--- config.mk ---
export PLATFORM = sky130hd
export DESIGN_NAME = frame_serializer
export DESIGN_NICKNAME = d
export VERILOG_FILES = /design/src/rtl/frame_serializer.sv
export SDC_FILE = /design/constraint.sdc
export NUM_CORES = 1
export LEC_CHECK = 0
export CELL_PAD_IN_SITES_DETAIL_PLACEMENT = 1
export CELL_PAD_IN_SITES_GLOBAL_PLACEMENT = 1
export CORE_MARGIN = 1.5
export CORE_UTILIZATION = 41
export DETAILED_ROUTE_END_ITERATION = 10
export GPL_TIMING_DRIVEN = 0
export PLACE_DENSITY_LB_ADDON = 0.1
export SYNTH_ARGS = -nofsm -noshare
export SYNTH_HDL_FRONTEND = slang
export SYNTH_SLANG_ARGS = --single-unit
--- constraint.sdc ---
create_clock -name clk -period 6 [get_ports clk]
set_input_delay 0.6 -clock clk [delete_from_list [all_inputs] [get_ports clk]]
set_output_delay 0.6 -clock clk [all_outputs]
set_load 0.005 [all_outputs]
--- src/rtl/frame_serializer.sv ---
// Parallel-load, serial-out word serializer: captures a whole frame in one cycle and
// streams it highest word first over a valid/ready handshake.
module frame_serializer #(
  parameter  int WORD_COUNT = 21,
  parameter  int WIDTH      = 8,
  localparam int IDX_W      = $clog2(WORD_COUNT)
) (
  input  logic                        clk,
  input  logic                        reset,
  input  logic                        load,
  output logic                        loadReady,
  input  logic [WORD_COUNT*WIDTH-1:0] frameIn,
  input  logic                        abort,
  output logic [WIDTH-1:0]            wordOut,
  output logic                        wordValid,
  input  logic                        wordReady,
  output logic                        wordLast,
  output logic [IDX_W-1:0]            wordIndex,
  output logic                        busy,
  output logic                        frameDone
);

  typedef enum logic {
    IDLE = 1'b0,
    SEND = 1'b1
  } state_t;

  localparam logic [IDX_W-1:0] LAST_IDX = IDX_W'(WORD_COUNT - 1);

  state_t           state_q, state_d;
  logic [IDX_W-1:0] idx_q, idx_d;
  logic             done_q, done_d;
  logic             capture;
  logic [WIDTH-1:0] frameBuf_q [WORD_COUNT];

  always_ff @(posedge clk) begin
    if (reset) begin
      state_q <= IDLE;
      idx_q   <= '0;
      done_q  <= 1'b0;
    end else begin
      state_q <= state_d;
      idx_q   <= idx_d;
      done_q  <= done_d;
    end
  end

  // The buffer only changes on an accepted load, so it keeps the last frame while idle.
  always_ff @(posedge clk) begin
    if (reset) begin
      for (int k = 0; k < WORD_COUNT; k++) begin
        frameBuf_q[k] <= '0;
      end
    end else if (capture) begin
      for (int k = 0; k < WORD_COUNT; k++) begin
        frameBuf_q[k] <= frameIn[k*WIDTH +: WIDTH];
      end
    end
  end

  // Abort beats a simultaneous transfer: the word leaves, but no completion is reported.
  always_comb begin
    state_d = state_q;
    idx_d   = idx_q;
    done_d  = 1'b0;
    capture = 1'b0;
    case (state_q)
      IDLE: begin
        if (load) begin
          capture = 1'b1;
          idx_d   = LAST_IDX;
          state_d = SEND;
        end
      end
      SEND: begin
        if (abort) begin
          state_d = IDLE;
          idx_d   = '0;
        end else if (wordReady) begin
          if (idx_q == '0) begin
            state_d = IDLE;
            done_d  = 1'b1;
          end else begin
            idx_d = idx_q - IDX_W'(1);
          end
        end
      end
      default: begin
        state_d = IDLE;
        idx_d   = '0;
      end
    endcase
  end

  // wordOut is forced to zero whenever nothing valid is offered.
  always_comb begin
    wordValid = (state_q == SEND);
    busy      = (state_q == SEND);
    loadReady = (state_q == IDLE);
    wordIndex = idx_q;
    wordLast  = (state_q == SEND) && (idx_q == '0);
    wordOut   = (state_q == SEND) ? frameBuf_q[idx_q] : '0;
    frameDone = done_q;
  end

endmodule
* Word-level counts from Yosys, hierarchy flattened
Memories as Yosys holds them, arrays and structs flattened. A register that Yosys moved wholly into a read port is not among the register bits. Index checks and enable logic that the tools add are counted.
Operators by class: add/sub/neg operators 1, $mul 0, divide/modulo/power cells 0, $lt $le $gt $ge 0, eq/ne operators 3, shifts and indexed selects 0, multiplexer cells 41, bitwise gates (word level) 23, reduce and logical (&&, ||, !) cells 4
Operators with widths (number):
- 8-bit two-way mux | 22
- 5-bit two-way mux | 6
- 1-bit bitwise OR | 21
- 1-bit two-way mux | 11
- 5-bit case mux with 2 select lines | 1
- 3-bit != test (second input constant) | 2
- 5-bit logical NOT | 1
- 5-bit by 1-bit subtractor with 5-bit output (second input constant) | 1
- 4-bit OR reduction | 1
- 3-bit AND reduction | 1
- 2-bit != test (second input constant) | 1
- 1-bit NOT | 2
- 1-bit case mux with 2 select lines | 1
- 1-bit logical AND | 1
Word-level totals: register bits 7, latch bits 0, RAM bits 168, memory bits (read-only) 0, input bits 173, logic and storage cells 76, memories 1
Memory list:
- frameBuf_q | words 21, width 8, read ports 1, clocked after Yosys merged registers in 1, write ports 21, line 34 | logic [WIDTH-1:0] frameBuf_q [WORD_COUNT];

* Longest topological paths before layout
depth in word-level cells 7, mapped depth 6

* Worst setup path after synthesis
Ideal clock, no wire load.
path type input -> register, start point input port load, end point memory frameBuf_q[0][0] (enable), library setup time 541 ps, arrival time 4950 ps, required time 5459 ps, slack 510 ps, stages on the path 4, path buffers 2, path through nor2b_1 > clkbuf_1 > clkbuf_1 > or2_1
RTL lines:
- start, declared | line 10 | input logic load,
- end, declared | line 34

* Worst setup path after layout
start point register state_q (netlist: busy), end point output port wordOut[5]
On the way: cells in the longest elaborated chain, start to end 1
RTL lines:
- start, declared | line 30 | state_t state_q, state_d;
- start signal, assigned | line 42 | state_q <= state_d;
- 8-bit two-way mux | line 102 | wordOut = (state_q == SEND) ? frameBuf_q[idx_q] : '0;
- end, declared | line 14 | output logic [WIDTH-1:0] wordOut,
Every way passes these cells.

==> results.sh <==
export IMPL_status="completed"
export IMPL_mostFrequentLayoutCell="clkdlybuf4s50_1"
export IMPL_grt_pass1_vias=6049
export IMPL_port_buffers=190
export IMPL_via_count=5574
export IMPL_synth_xor_area_share_pct=0.216
export IMPL_cts_tree="done"
export IMPL_rsz0062_at_grt="no"
export IMPL_layout_common_cells="clkdlybuf4s50_1, edfxtp_1, and3_1, clkbuf_1, mux4_2"
export IMPL_cp_slowest_cell="nor4_2"
export IMPL_cts_buffer_depth=2
export IMPL_start_util_pct=41.7
export IMPL_placedCellCount=991
export IMPL_clock_power_share_pct=36.2
export IMPL_clk_latency_ns=0.44
export IMPL_wire_per_inst_um=22.7
export IMPL_syn_to_final_growth_pct=35.5
export IMPL_finalHoldViolations=0
export IMPL_antennaDiodeCount=0
export IMPL_antenna_found_initial=0
export IMPL_synth_warnings=0
export IMPL_seqPwrFrac_pct=49.7
export IMPL_drc=0
export IMPL_path_clk_slew_ns=0.07
export IMPL_stdcell_count=1023
export IMPL_numCtsBuffers=17
export IMPL_peakVddDrop_mv=0.202
export IMPL_fin_crit_ns=3.53
export IMPL_final_setup_tns_ns=0
export IMPL_crit_family="buffers and inverters"
export IMPL_cts_resized=0
export IMPL_period_share_pct=58.8
export IMPL_final_area_um2=11000
export IMPL_drv_slew=0
export IMPL_p_leak_nw=4.36
export IMPL_fin_nets=919
export IMPL_cp_required_ns=5.40
export IMPL_die_y_um=143
export IMPL_slew_headroom_pct=42.9
export IMPL_swShare_pct=23.8
export IMPL_die_area_um2=20600
export IMPL_p_switching_w=0.000729
export IMPL_min_path_type="reg2reg"
export IMPL_synth_nets=708
export IMPL_synth_fa_ha_area_share_pct=0.155
export IMPL_tightest_slew_ns=0.857
export IMPL_combPwrFrac_pct=14.2
export IMPL_ant_nets=0
export IMPL_crit_type="reg2out"
export IMPL_maxCapViolations=0
export IMPL_vias_per_cell=5.45
export IMPL_drive_gt1_share_pct=11.3
export IMPL_ys_seq_area_share_pct=65.3
export IMPL_syn_avg_cell_area_um2=15.2
export IMPL_synth_top_family_by_area="simple AND/OR/NAND/NOR gates"
export IMPL_synth_compound_area_share_pct=4.38
export IMPL_fp_dieW_um=143
export IMPL_yosys_area_share_simple_pct=15.2
export IMPL_drtPass1Iterations=4
export IMPL_slowest_delay_ns=0.74
export IMPL_p_int_w=0.00234
export IMPL_grt_max_degree=61
export IMPL_crit_chain="buf_6 -> inv_2 -> nor4_2 -> a22oi_1 -> o211ai_1 -> clkdlybuf4s50_1"
export IMPL_crit_fanout=9
export IMPL_h_tree_depth=4
export IMPL_synthMuxAreaShare_pct=11.9
export IMPL_cts_root_buf="clkbuf_16"
export IMPL_place_area_um2=10400
export IMPL_synth_seq_cells=180
export IMPL_p_per_area_nw_per_um2=280
export IMPL_dp_hpwl_um=17200
export IMPL_syn_cell_area_um2=8090
export IMPL_worst_hold_slack_ns=0.580
export IMPL_core_um2=19400
export IMPL_post_cts_buffers=0
export IMPL_fmax_mhz=284
export IMPL_core_rowCount=51
export IMPL_wl_um=23300
export IMPL_clock_skew_ns=0.0147
export IMPL_netlist_instances=534
export IMPL_drtIter0Drc=360
export IMPL_grt_pass1_wl_um=35200
export IMPL_track_usage_pct=23.9
export IMPL_cp_end_kind="primary output"
export IMPL_cts_sinks=180
export IMPL_globalplace_congestion=0.812
export IMPL_cts_hold_buffers_added=0
export IMPL_critPathBufInv=3
export IMPL_finalSetupViolations=0
export IMPL_post_route_util_pct=56.5
export IMPL_yosysUniqueCellTypes=42
export IMPL_crit_arrival_ns=2.93
export IMPL_critPathLaunchType="register"
export IMPL_ios=191
export IMPL_overflow=0
metal layers:
metal	global-route usage, %	share of wire, %	wire [µm]
met4	6.77	1.6	382
met3	5.50	5.1	1190
met5	0	0	0
met1	31.6	43	9990
met2	39.7	50	11700
tightest hold or removal path: stages (launching register included):
cell,delay [ns]
dfxtp_1,0.34
o21ai_1,0.11
a21oi_1,0.08
final cells by class:
| cell class | count | area (µm²) |
|---|---|---|
| Buffer | 48 | 211 |
| Sequential cell | 180 | 5290 |
| Fill cell | 1914 | 8440 |
| Clock inverter | 14 | 151 |
| Tap cell | 265 | 332 |
| Clock buffer | 18 | 429 |
| Inverter | 6 | 22.5 |
| Multi-Input combinational cell | 300 | 2570 |
| Timing Repair Buffer | 192 | 1960 |
sequential cells by signal (all words and copies together), names as in the netlist, named ones only:
name,count
busy,1
wordIndex,5
frameBuf_q,168
frameDone,1
synthesized netlist by cell type, drive strengths merged:
cell    number  share of area (%)
nand3b       1              0.093
a221oi       8               0.87
o221a        4               0.56
nand2        4               0.19
o21ai        9               0.56
edfxtp     168                 62
clkbuf      37                1.7
and3       144                 11
nor3b        1              0.093
a31o         1               0.11
o31ai        1              0.093
nand3        1              0.062
o211ai       9               0.83
ha           1               0.15
or4          1               0.14
or2          1              0.077
a31oi        1              0.077
a21oi        4               0.29
dfxtp       12                3.0
nor2         4               0.22
inv          6               0.28
nor4         2               0.31
xnor2        2               0.22
a211oi       2               0.25
mux2i       24                3.0
nand2b       1              0.077
buf         11               0.90
or4b         2               0.29
a22oi        8               0.74
and2         3               0.23
nor4b        1               0.11
mux4        32                8.9
nor2b       27                2.1
nor3         1              0.062
power by group through the flow:
stage | combinational, W | clock (W) | sequential (W)
finish | 0.000434 | 0.00111 | 0.00152
global route | 0.000467 | 0.00117 | 0.00153
CTS | 0.000439 | 0.00112 | 0.00152
detailed placement | 0.000436 | 0 | 0.00155
global placement | 0.000417 | 0 | 0.00156
floorplan | 0.000206 | 0 | 0.00155
cells by family after synthesis:
group	count (synthesis)
AO/OA/AOI/OAI	47
XOR/XNOR	2
adder cells (fa/ha/maj)	1
buffers and inverters	54
flip-flops	180
multiplexers	56
AND/OR/NAND/NOR	194
metrics by stage:
step	total power [W]	setup slack, ns
CTS	0.00308	2.43
detailed placement	0.00199	2.33
global route	0.00317	2.27
finish	0.00307	2.47
floorplan	0.00175	0.510
global placement	0.00197	-1.67
path summary, 6_finish.rpt:
check,from,end,slack (ns),cells past startpoint
worst max-delay path,busy$_SDFF_PP0_,wordOut[5],2.47,6
worst min-delay path,wordIndex[1]$_SDFFE_PP0P_,wordIndex[1]$_SDFFE_PP0P_,0.58,2
worst max register to register,busy$_SDFF_PP0_,frameBuf_q[15][5]$_SDFFCE_PN0P_,2.95,6
worst min register to register,wordIndex[1]$_SDFFE_PP0P_,wordIndex[1]$_SDFFE_PP0P_,0.58,2
No activity file was read; power rests on OpenSTA's default activity.
